[config.mk]
export PLATFORM = sky130hd
export DESIGN_NAME = fifo_param
export DESIGN_NICKNAME = d
export VERILOG_FILES = /design/src/rtl/fifo_param.sv
export SDC_FILE = /design/constraint.sdc
export NUM_CORES = 1
export LEC_CHECK = 0
export CORE_MARGIN = 1.5
export CORE_UTILIZATION = 45
export CTS_CLUSTER_SIZE = 40
export DETAILED_ROUTE_END_ITERATION = 8
export DONT_BUFFER_PORTS = 1
export PLACE_DENSITY = 0.64
export SETUP_SLACK_MARGIN = 0.02
export SLEW_MARGIN = 0
export SYNTH_ARGS = -nofsm -noshare
export SYNTH_HDL_FRONTEND = slang
export SYNTH_SLANG_ARGS = --single-unit
[constraint.sdc]
create_clock -name clk -period 7 [get_ports clk]
set_input_delay 1.4 -clock clk [delete_from_list [all_inputs] [get_ports clk]]
set_output_delay 1.4 -clock clk [all_outputs]
set_load 0.01 [all_outputs]
[src/rtl/fifo_param.sv]
// Parametrised first-word-fall-through token FIFO with occupancy count,
// almost-full/almost-empty thresholds and sticky overflow/underflow flags.
module fifo_param #(
    parameter int DATA_SIZE = 8,
    parameter int ADDR_BITS = 2,
    parameter int AFULL_TH  = 3,
    parameter int AEMPTY_TH = 1
) (
    input  logic                 clk,
    input  logic                 rst,
    input  logic [DATA_SIZE-1:0] inData,
    input  logic                 write,
    input  logic                 read,
    output logic [DATA_SIZE-1:0] outData,
    output logic                 isFull,
    output logic                 isEmpty,
    output logic                 almostFull,
    output logic                 almostEmpty,
    output logic [ADDR_BITS:0]   count,
    output logic                 overflow,
    output logic                 underflow
);

    localparam int                 DEPTH     = 1 << ADDR_BITS;
    localparam logic [ADDR_BITS:0] ZERO_C    = {(ADDR_BITS+1){1'b0}};
    localparam logic [ADDR_BITS:0] ONE_C     = {{ADDR_BITS{1'b0}}, 1'b1};
    localparam logic [ADDR_BITS:0] DEPTH_C   = (ADDR_BITS+1)'(DEPTH);
    localparam logic [ADDR_BITS:0] AFULL_C   = (ADDR_BITS+1)'(AFULL_TH);
    localparam logic [ADDR_BITS:0] AEMPTY_C  = (ADDR_BITS+1)'(AEMPTY_TH);
    localparam logic [ADDR_BITS-1:0] PTR_ONE_C = {{(ADDR_BITS-1){1'b0}}, 1'b1};

    // Flag helpers evaluated on an occupancy value; used for both reset and next-state.
    function automatic logic flag_full(input logic [ADDR_BITS:0] cnt);
        return (cnt == DEPTH_C);
    endfunction

    function automatic logic flag_empty(input logic [ADDR_BITS:0] cnt);
        return (cnt == ZERO_C);
    endfunction

    function automatic logic flag_afull(input logic [ADDR_BITS:0] cnt);
        return (cnt >= AFULL_C);
    endfunction

    function automatic logic flag_aempty(input logic [ADDR_BITS:0] cnt);
        return (cnt <= AEMPTY_C);
    endfunction

    logic [DATA_SIZE-1:0] regs_r [DEPTH];
    logic [ADDR_BITS-1:0] read_head_r;
    logic [ADDR_BITS-1:0] write_head_r;
    logic [ADDR_BITS:0]   count_r;
    logic [ADDR_BITS:0]   count_nxt_s;
    logic                 rd_ok_s;
    logic                 wr_ok_s;
    logic                 full_r;
    logic                 empty_r;
    logic                 afull_r;
    logic                 aempty_r;
    logic                 overflow_r;
    logic                 underflow_r;

    // Acceptance: reset drops everything; a full FIFO still takes a write when a read retires.
    always_comb begin
        rd_ok_s = 1'b0;
        wr_ok_s = 1'b0;
        if (rst) begin
            rd_ok_s = 1'b0;
            wr_ok_s = 1'b0;
        end else begin
            rd_ok_s = read && (count_r != ZERO_C);
            wr_ok_s = write && ((count_r != DEPTH_C) || rd_ok_s);
        end
    end

    // Next occupancy from the accepted operations.
    always_comb begin
        count_nxt_s = count_r;
        case ({wr_ok_s, rd_ok_s})
            2'b10:   count_nxt_s = count_r + ONE_C;
            2'b01:   count_nxt_s = count_r - ONE_C;
            default: count_nxt_s = count_r;
        endcase
    end

    // Pointers, occupancy, registered flags and sticky errors.
    always_ff @(posedge clk) begin
        if (rst) begin
            read_head_r  <= {ADDR_BITS{1'b0}};
            write_head_r <= {ADDR_BITS{1'b0}};
            count_r      <= ZERO_C;
            full_r       <= flag_full(ZERO_C);
            empty_r      <= flag_empty(ZERO_C);
            afull_r      <= flag_afull(ZERO_C);
            aempty_r     <= flag_aempty(ZERO_C);
            overflow_r   <= 1'b0;
            underflow_r  <= 1'b0;
        end else begin
            if (rd_ok_s) begin
                read_head_r <= read_head_r + PTR_ONE_C;
            end
            if (wr_ok_s) begin
                write_head_r <= write_head_r + PTR_ONE_C;
            end
            count_r  <= count_nxt_s;
            full_r   <= flag_full(count_nxt_s);
            empty_r  <= flag_empty(count_nxt_s);
            afull_r  <= flag_afull(count_nxt_s);
            aempty_r <= flag_aempty(count_nxt_s);
            if (write && !wr_ok_s) begin
                overflow_r <= 1'b1;
            end
            if (read && !rd_ok_s) begin
                underflow_r <= 1'b1;
            end
        end
    end

    // Storage array is intentionally left unreset.
    always_ff @(posedge clk) begin
        if (wr_ok_s) begin
            regs_r[write_head_r] <= inData;
        end
    end

    assign outData     = regs_r[read_head_r];
    assign count       = count_r;
    assign isFull      = full_r;
    assign isEmpty     = empty_r;
    assign almostFull  = afull_r;
    assign almostEmpty = aempty_r;
    assign overflow    = overflow_r;
    assign underflow   = underflow_r;

endmodule

# ---- Word-level counts from Yosys, hierarchy flattened
# Memory sizes are Yosys's and may differ from the RTL's. A register that Yosys moved wholly into a read port is not among the register bits.
# Cells that the tools add are included.
dict set report op_classes {
  n_addsub 4
  magnitude_cmp 2
  eq_ne 4
  mux 7
  reduce_logical 9
}
# operator count
set ops {}
lappend ops {{$pmux W3 S2} 1}
lappend ops {{$add A2 B1 Y2 const B} 2}
lappend ops {{$logic_and A1 B1 Y1} 4}
lappend ops {{$mux W1} 4}
lappend ops {{$mux W2} 2}
lappend ops {{$add A3 B1 Y3 const B} 1}
lappend ops {{$eq A3 B3 Y1 const B} 1}
lappend ops {{$ge A3 B2 Y1 const B} 1}
lappend ops {{$le A3 B1 Y1 const B} 1}
lappend ops {{$logic_not A3 Y1} 1}
lappend ops {{$ne A3 B3 Y1 const B} 1}
lappend ops {{$reduce_bool A3 Y1} 1}
lappend ops {{$sub A3 B1 Y3 const B} 1}
lappend ops {{$eq A2 B1 Y1 const B} 1}
lappend ops {{$eq A2 B2 Y1 const B} 1}
lappend ops {{$logic_not A1 Y1} 2}
lappend ops {{$logic_or A1 B1 Y1} 1}
dict set report word_totals {
  register_bits 13
  ramBits 32
  inputBits 12
  out_inout_bits 17
  word_cells 36
  memories 1
}
# name words word_bits read_ports rd_ports_with_merged_regs write_ports line
set mem_list {}
lappend mem_list {regs_r 4 8 1 1 1 49} ;# logic [DATA_SIZE-1:0] regs_r [DEPTH];

# ---- Depth between registers and ports, before layout
dict set report logic_depth {
  word_depth 8
  ltp_mapped 10
  depth_no_buf 9
}

# ---- Least setup slack after synthesis
# Ideal clock, no wire load.
dict set report synth_timing {
  path_kind {input port to flip-flop}
  startpoint {in rst}
  endpoint {reg aempty_r (netlist: almostEmpty)}
  setup_ns 0.116
  arrival_time_ns 3.167
  required_ns 6.884
  setup_slack_ns 3.717
  path_stages 9
  n_path_buf 1
  path_cell_list {clkbuf_1 -> nor3_2 -> inv_1 -> ha_1 -> inv_1 -> fa_1 -> xor2_1 -> or4_4 -> and3b_1}
}
dict set report synth_between {
  elab_chain_cells 4
  elab_cells_between_ends 6
  classes_between {order compare (1); eq/ne (2); mux (3)}
}
# item line
set synth_lines {}
lappend synth_lines {{from (decl)} 10} ;# input logic rst,
lappend synth_lines {{$mux W1} 67} ;# if (rst) begin
lappend synth_lines {{$eq A2 B1 Y1 or $eq A2 B2 Y1 (tied branches)} 79} ;# case ({wr_ok_s, rd_ok_s})
lappend synth_lines {{$pmux W3 S2} 79}
lappend synth_lines {{$le A3 B1 Y1} 46} ;# return (cnt <= AEMPTY_C);
lappend synth_lines {{to (signal assigned)} 95} ;# aempty_r <= flag_aempty(ZERO_C);
lappend synth_lines {{to (signal assigned)} 109} ;# aempty_r <= flag_aempty(count_nxt_s);
lappend synth_lines {{to (decl)} 59} ;# logic aempty_r;
# Parallel ways exist; a longest one is shown, timed or not.
# A chain may end at the register's enable or synchronous reset.

# ---- Worst setup path after layout
dict set report layout_timing {
  startpoint {in read}
  endpoint {reg aempty_r (netlist: almostEmpty)}
}
dict set report layout_between {
  elab_chain_cells 7
  elab_cells_between_ends 9
  classes_between {order compare (1); eq/ne (2); mux (3); reduce/logical (3)}
}
# item line
set layout_lines {}
lappend layout_lines {{from (decl)} 13} ;# input logic read,
lappend layout_lines {{$logic_and A1 B1 Y1 *} 71} ;# rd_ok_s = read && (count_r != ZERO_C);
lappend layout_lines {{$logic_or A1 B1 Y1} 72} ;# wr_ok_s = write && ((count_r != DEPTH_C) || rd_ok_s);
lappend layout_lines {{$logic_and A1 B1 Y1} 72}
lappend layout_lines {{$mux W1} 67}
lappend layout_lines {{$eq A2 B1 Y1 or $eq A2 B2 Y1 (tied branches)} 79}
lappend layout_lines {{$pmux W3 S2 *} 79}
lappend layout_lines {{$le A3 B1 Y1 *} 46}
# Mark *: on every way between the ends. The rest lies on a longest branch, timed or not.

==> flow_summary.json <==
{
  "seq_area_frac_synth": 0.677,
  "route.detailed.drc": 0,
  "maxCapViolCount": 0,
  "syn_area_per_cell_sq_um": 16.2,
  "cp_top_family": "simple AND/OR/NAND/NOR gates",
  "dpl_cell_area_sq_um": 1900,
  "status": "complete, no violations",
  "fin_crit_ps": 3040,
  "wl_per_cell_um": 17.0,
  "ir_worst_vdd_v": 0.000126,
  "slowest_delay_ps": 440,
  "fin_crit_sh": 0.434,
  "cts_buffer_depth": 2,
  "ctsHtreeMaxLevel": 2,
  "core_area_sq_um": 4000,
  "insertion_delay_ps": 300,
  "criticalPathCategory": "in2reg",
  "yosys.area.top_type": "edfxtp_1",
  "cpMostUsedCell": "inv_1",
  "fin_nets": 136,
  "diodes": 0,
  "root_buffer": "clkbuf_8",
  "yosys-top-cells-area": "edfxtp_1 52%, dfxtp_1 16%, mux4_2 9.7%",
  "seqCellArea_sq_um": 1260,
  "relSlewSlack": 0.618,
  "area_delta_synth_final_pct": 6.85,
  "dp_slack_ps": 3630,
  "finish.utilization": 0.498,
  "p_total_mw": 0.527,
  "ios": 29,
  "max_freq_mhz": 329,
  "layoutNonFillerInstCount": 169,
  "dp.cells": 161,
  "pwr-share-seq": 0.621,
  "crit_arrival_ps": 3230,
  "syn_inst": 115,
  "fin_hold_ws_ps": 520,
  "cts.sinks": 47,
  "route.vias.total": 911,
  "async_reset_ff_frac": 0,
  "multi_input_area_sq_um": 553,
  "startpoint_type": "input port",
  "setup_viol": 0,
  "combPwrFrac": 0.085,
  "ant_nets": 0,
  "synth_edf_count": 32,
  "skew_ps": 11.8,
  "p_per_area_nw_per_um2": 264,
  "routed_via_density": 5.39,
  "final_hold_viol_count": 0,
  "final_cell_mix": "32 x edfxtp_1, 15 x dfxtp_1, 8 x mux4_2, 7 x nor2_1, 7 x inv_1",
  "final_cell_area_sq_um": 1990,
  "cts_tree": "built",
  "swShare": 0.238,
  "finalWirelength_mm": 2.87,
  "power_leakage_nw": 0.653,
  "numPortBuffers": 0,
  "power_switching_mw": 0.125,
  "grt_usage": 0.144,
  "drive_gt1_frac": 0.168,
  "end_kind": "register",
  "synth_area_sq_um": 1860,
  "syn_nets": 133,
  "gr-total-overflow": 0,
  "yosys_warnings": 0,
  "initial_utilization": 0.466,
  "share_clk_of_total_power": 0.294,
  "hpwl_mm": 2.00,
  "grt_pass1_wl_mm": 4.53,
  "finalWeightedCongestion": 0.750,
  "crit_buf_inv": 2,
  "slew_violations": 0,
  "yosysUniqueCellTypes": 31,
  "worst_path_max_delay_cell": "or4_4",
  "layout_setup_ws_ps": 3960,
  "postCtsResizedCells": 0,
  "drt-initial-drc-count": 68,
  "crit_fanout": 5,
  "tns_ps": 0,
  "rsz0062_at_grt": "no",
  "numCtsBuffers": 5,
  "grt_start_max_net_pins": 16,
  "post_cts_buffers": 0,
  "die-area_sq_um": 4540,
  "synth_top_cell_area_share": 0.515,
  "ys_seq_elements": 47,
  "ctsHoldBuffers": 0,
  "p_int_mw": 0.401,
  "antenna_found_initial": 0,
  "row_count": 23,
  "crit_chain": "nor4b_4, nor3_2, inv_1, ha_1, inv_1, fa_1, xor2_1, or4_4, and3b_1",
  "grt_pass1_vias": 937,
  "die_h_um": 67.4,
  "hold_class": "reg2reg",
  "dr.pass1.iters": 4,
  "mostFrequentLayoutCell": "edfxtp_1",
  "worst_pin_slew_ps": 572,
  "synth-main-ff-cell": "edfxtp_1",
  "crit_required_ps": 7200,
  "die_x_um": 67.4,
  "cts.clk_slew.worst_paths_ps": 90,
  "fillCellCount": 329
}
-- power groups by stage --
stage	Combinational [mW]	Clock [mW]	Sequential, mW
after floorplan	0.0474	0	0.324
after global placement	0.0440	0	0.333
after detailed placement	0.0453	0	0.334
after CTS	0.0456	0.160	0.328
after global routing	0.0499	0.172	0.329
final	0.0448	0.155	0.327
-- worst register-to-register path: stages (launching register included) --
cell	delay (ps)
dfxtp_1	650
nor4b_4	120
nor3_2	220
inv_1	80
ha_1	200
inv_1	70
fa_1	430
or2_1	240
a21oi_1	250
and3b_1	200
-- kinds of logic (layout without fill, tap and decap cells) --
family,after synthesis,count (layout),synth area share
compound gates,13,13,0.0436
flops,47,47,0.677
buf+inv,11,15,0.0268
fa+ha+maj,6,6,0.0443
simple gates,26,26,0.0933
mux,8,8,0.0966
xor+xnor,4,4,0.0188
-- area by class of cell --
class / instances / area share
flip-flops and latches: 47 / 0.633
multi-input cells: 57 / 0.278
clock buffers: 5 / 0.0345
well taps: 50 / 0.0314
inverters: 7 / 0.0132
clock inverters: 3 / 0.0101
-- path summary, 6_finish.rpt --
check / startpoint / endpoint / slack [ps] / cells past startpoint
max: read / almostEmpty / 3960 / 9
min: write_head_r[1] / write_head_r[1] / 520 / 2
max reg2reg: count[0] / almostEmpty / 4460 / 9
min reg2reg: write_head_r[1] / write_head_r[1] / 520 / 2
-- registers in the layout, indices dropped and copies added (netlist names), named ones only --
name / cells
regs_r: 32
overflow: 1
isFull: 1
write_head_r: 2
count: 3
almostEmpty: 1
underflow: 1
read_head_r: 2
almostFull: 1
isEmpty: 1
-- Yosys cell counts, types with 2 or more instances --
master / n
inv_1: 7
o21ai_0: 2
dfxtp_1: 15
nand3_1: 3
nor2_1: 7
nand2_1: 2
and2_1: 4
ha_1: 5
and3b_1: 2
xor2_1: 4
edfxtp_1: 32
a21oi_1: 6
mux4_2: 8
-- per-layer routing --
layer	GRT usage	vias to the layer above	part of all wire
met5	0	-	0
met4	0.0612	0	0.016
met3	0.0600	5	0.068
met2	0.231	25	0.52
met1	0.172	448	0.39
li1	-	433	-
No activity file was read; power rests on OpenSTA's default activity.
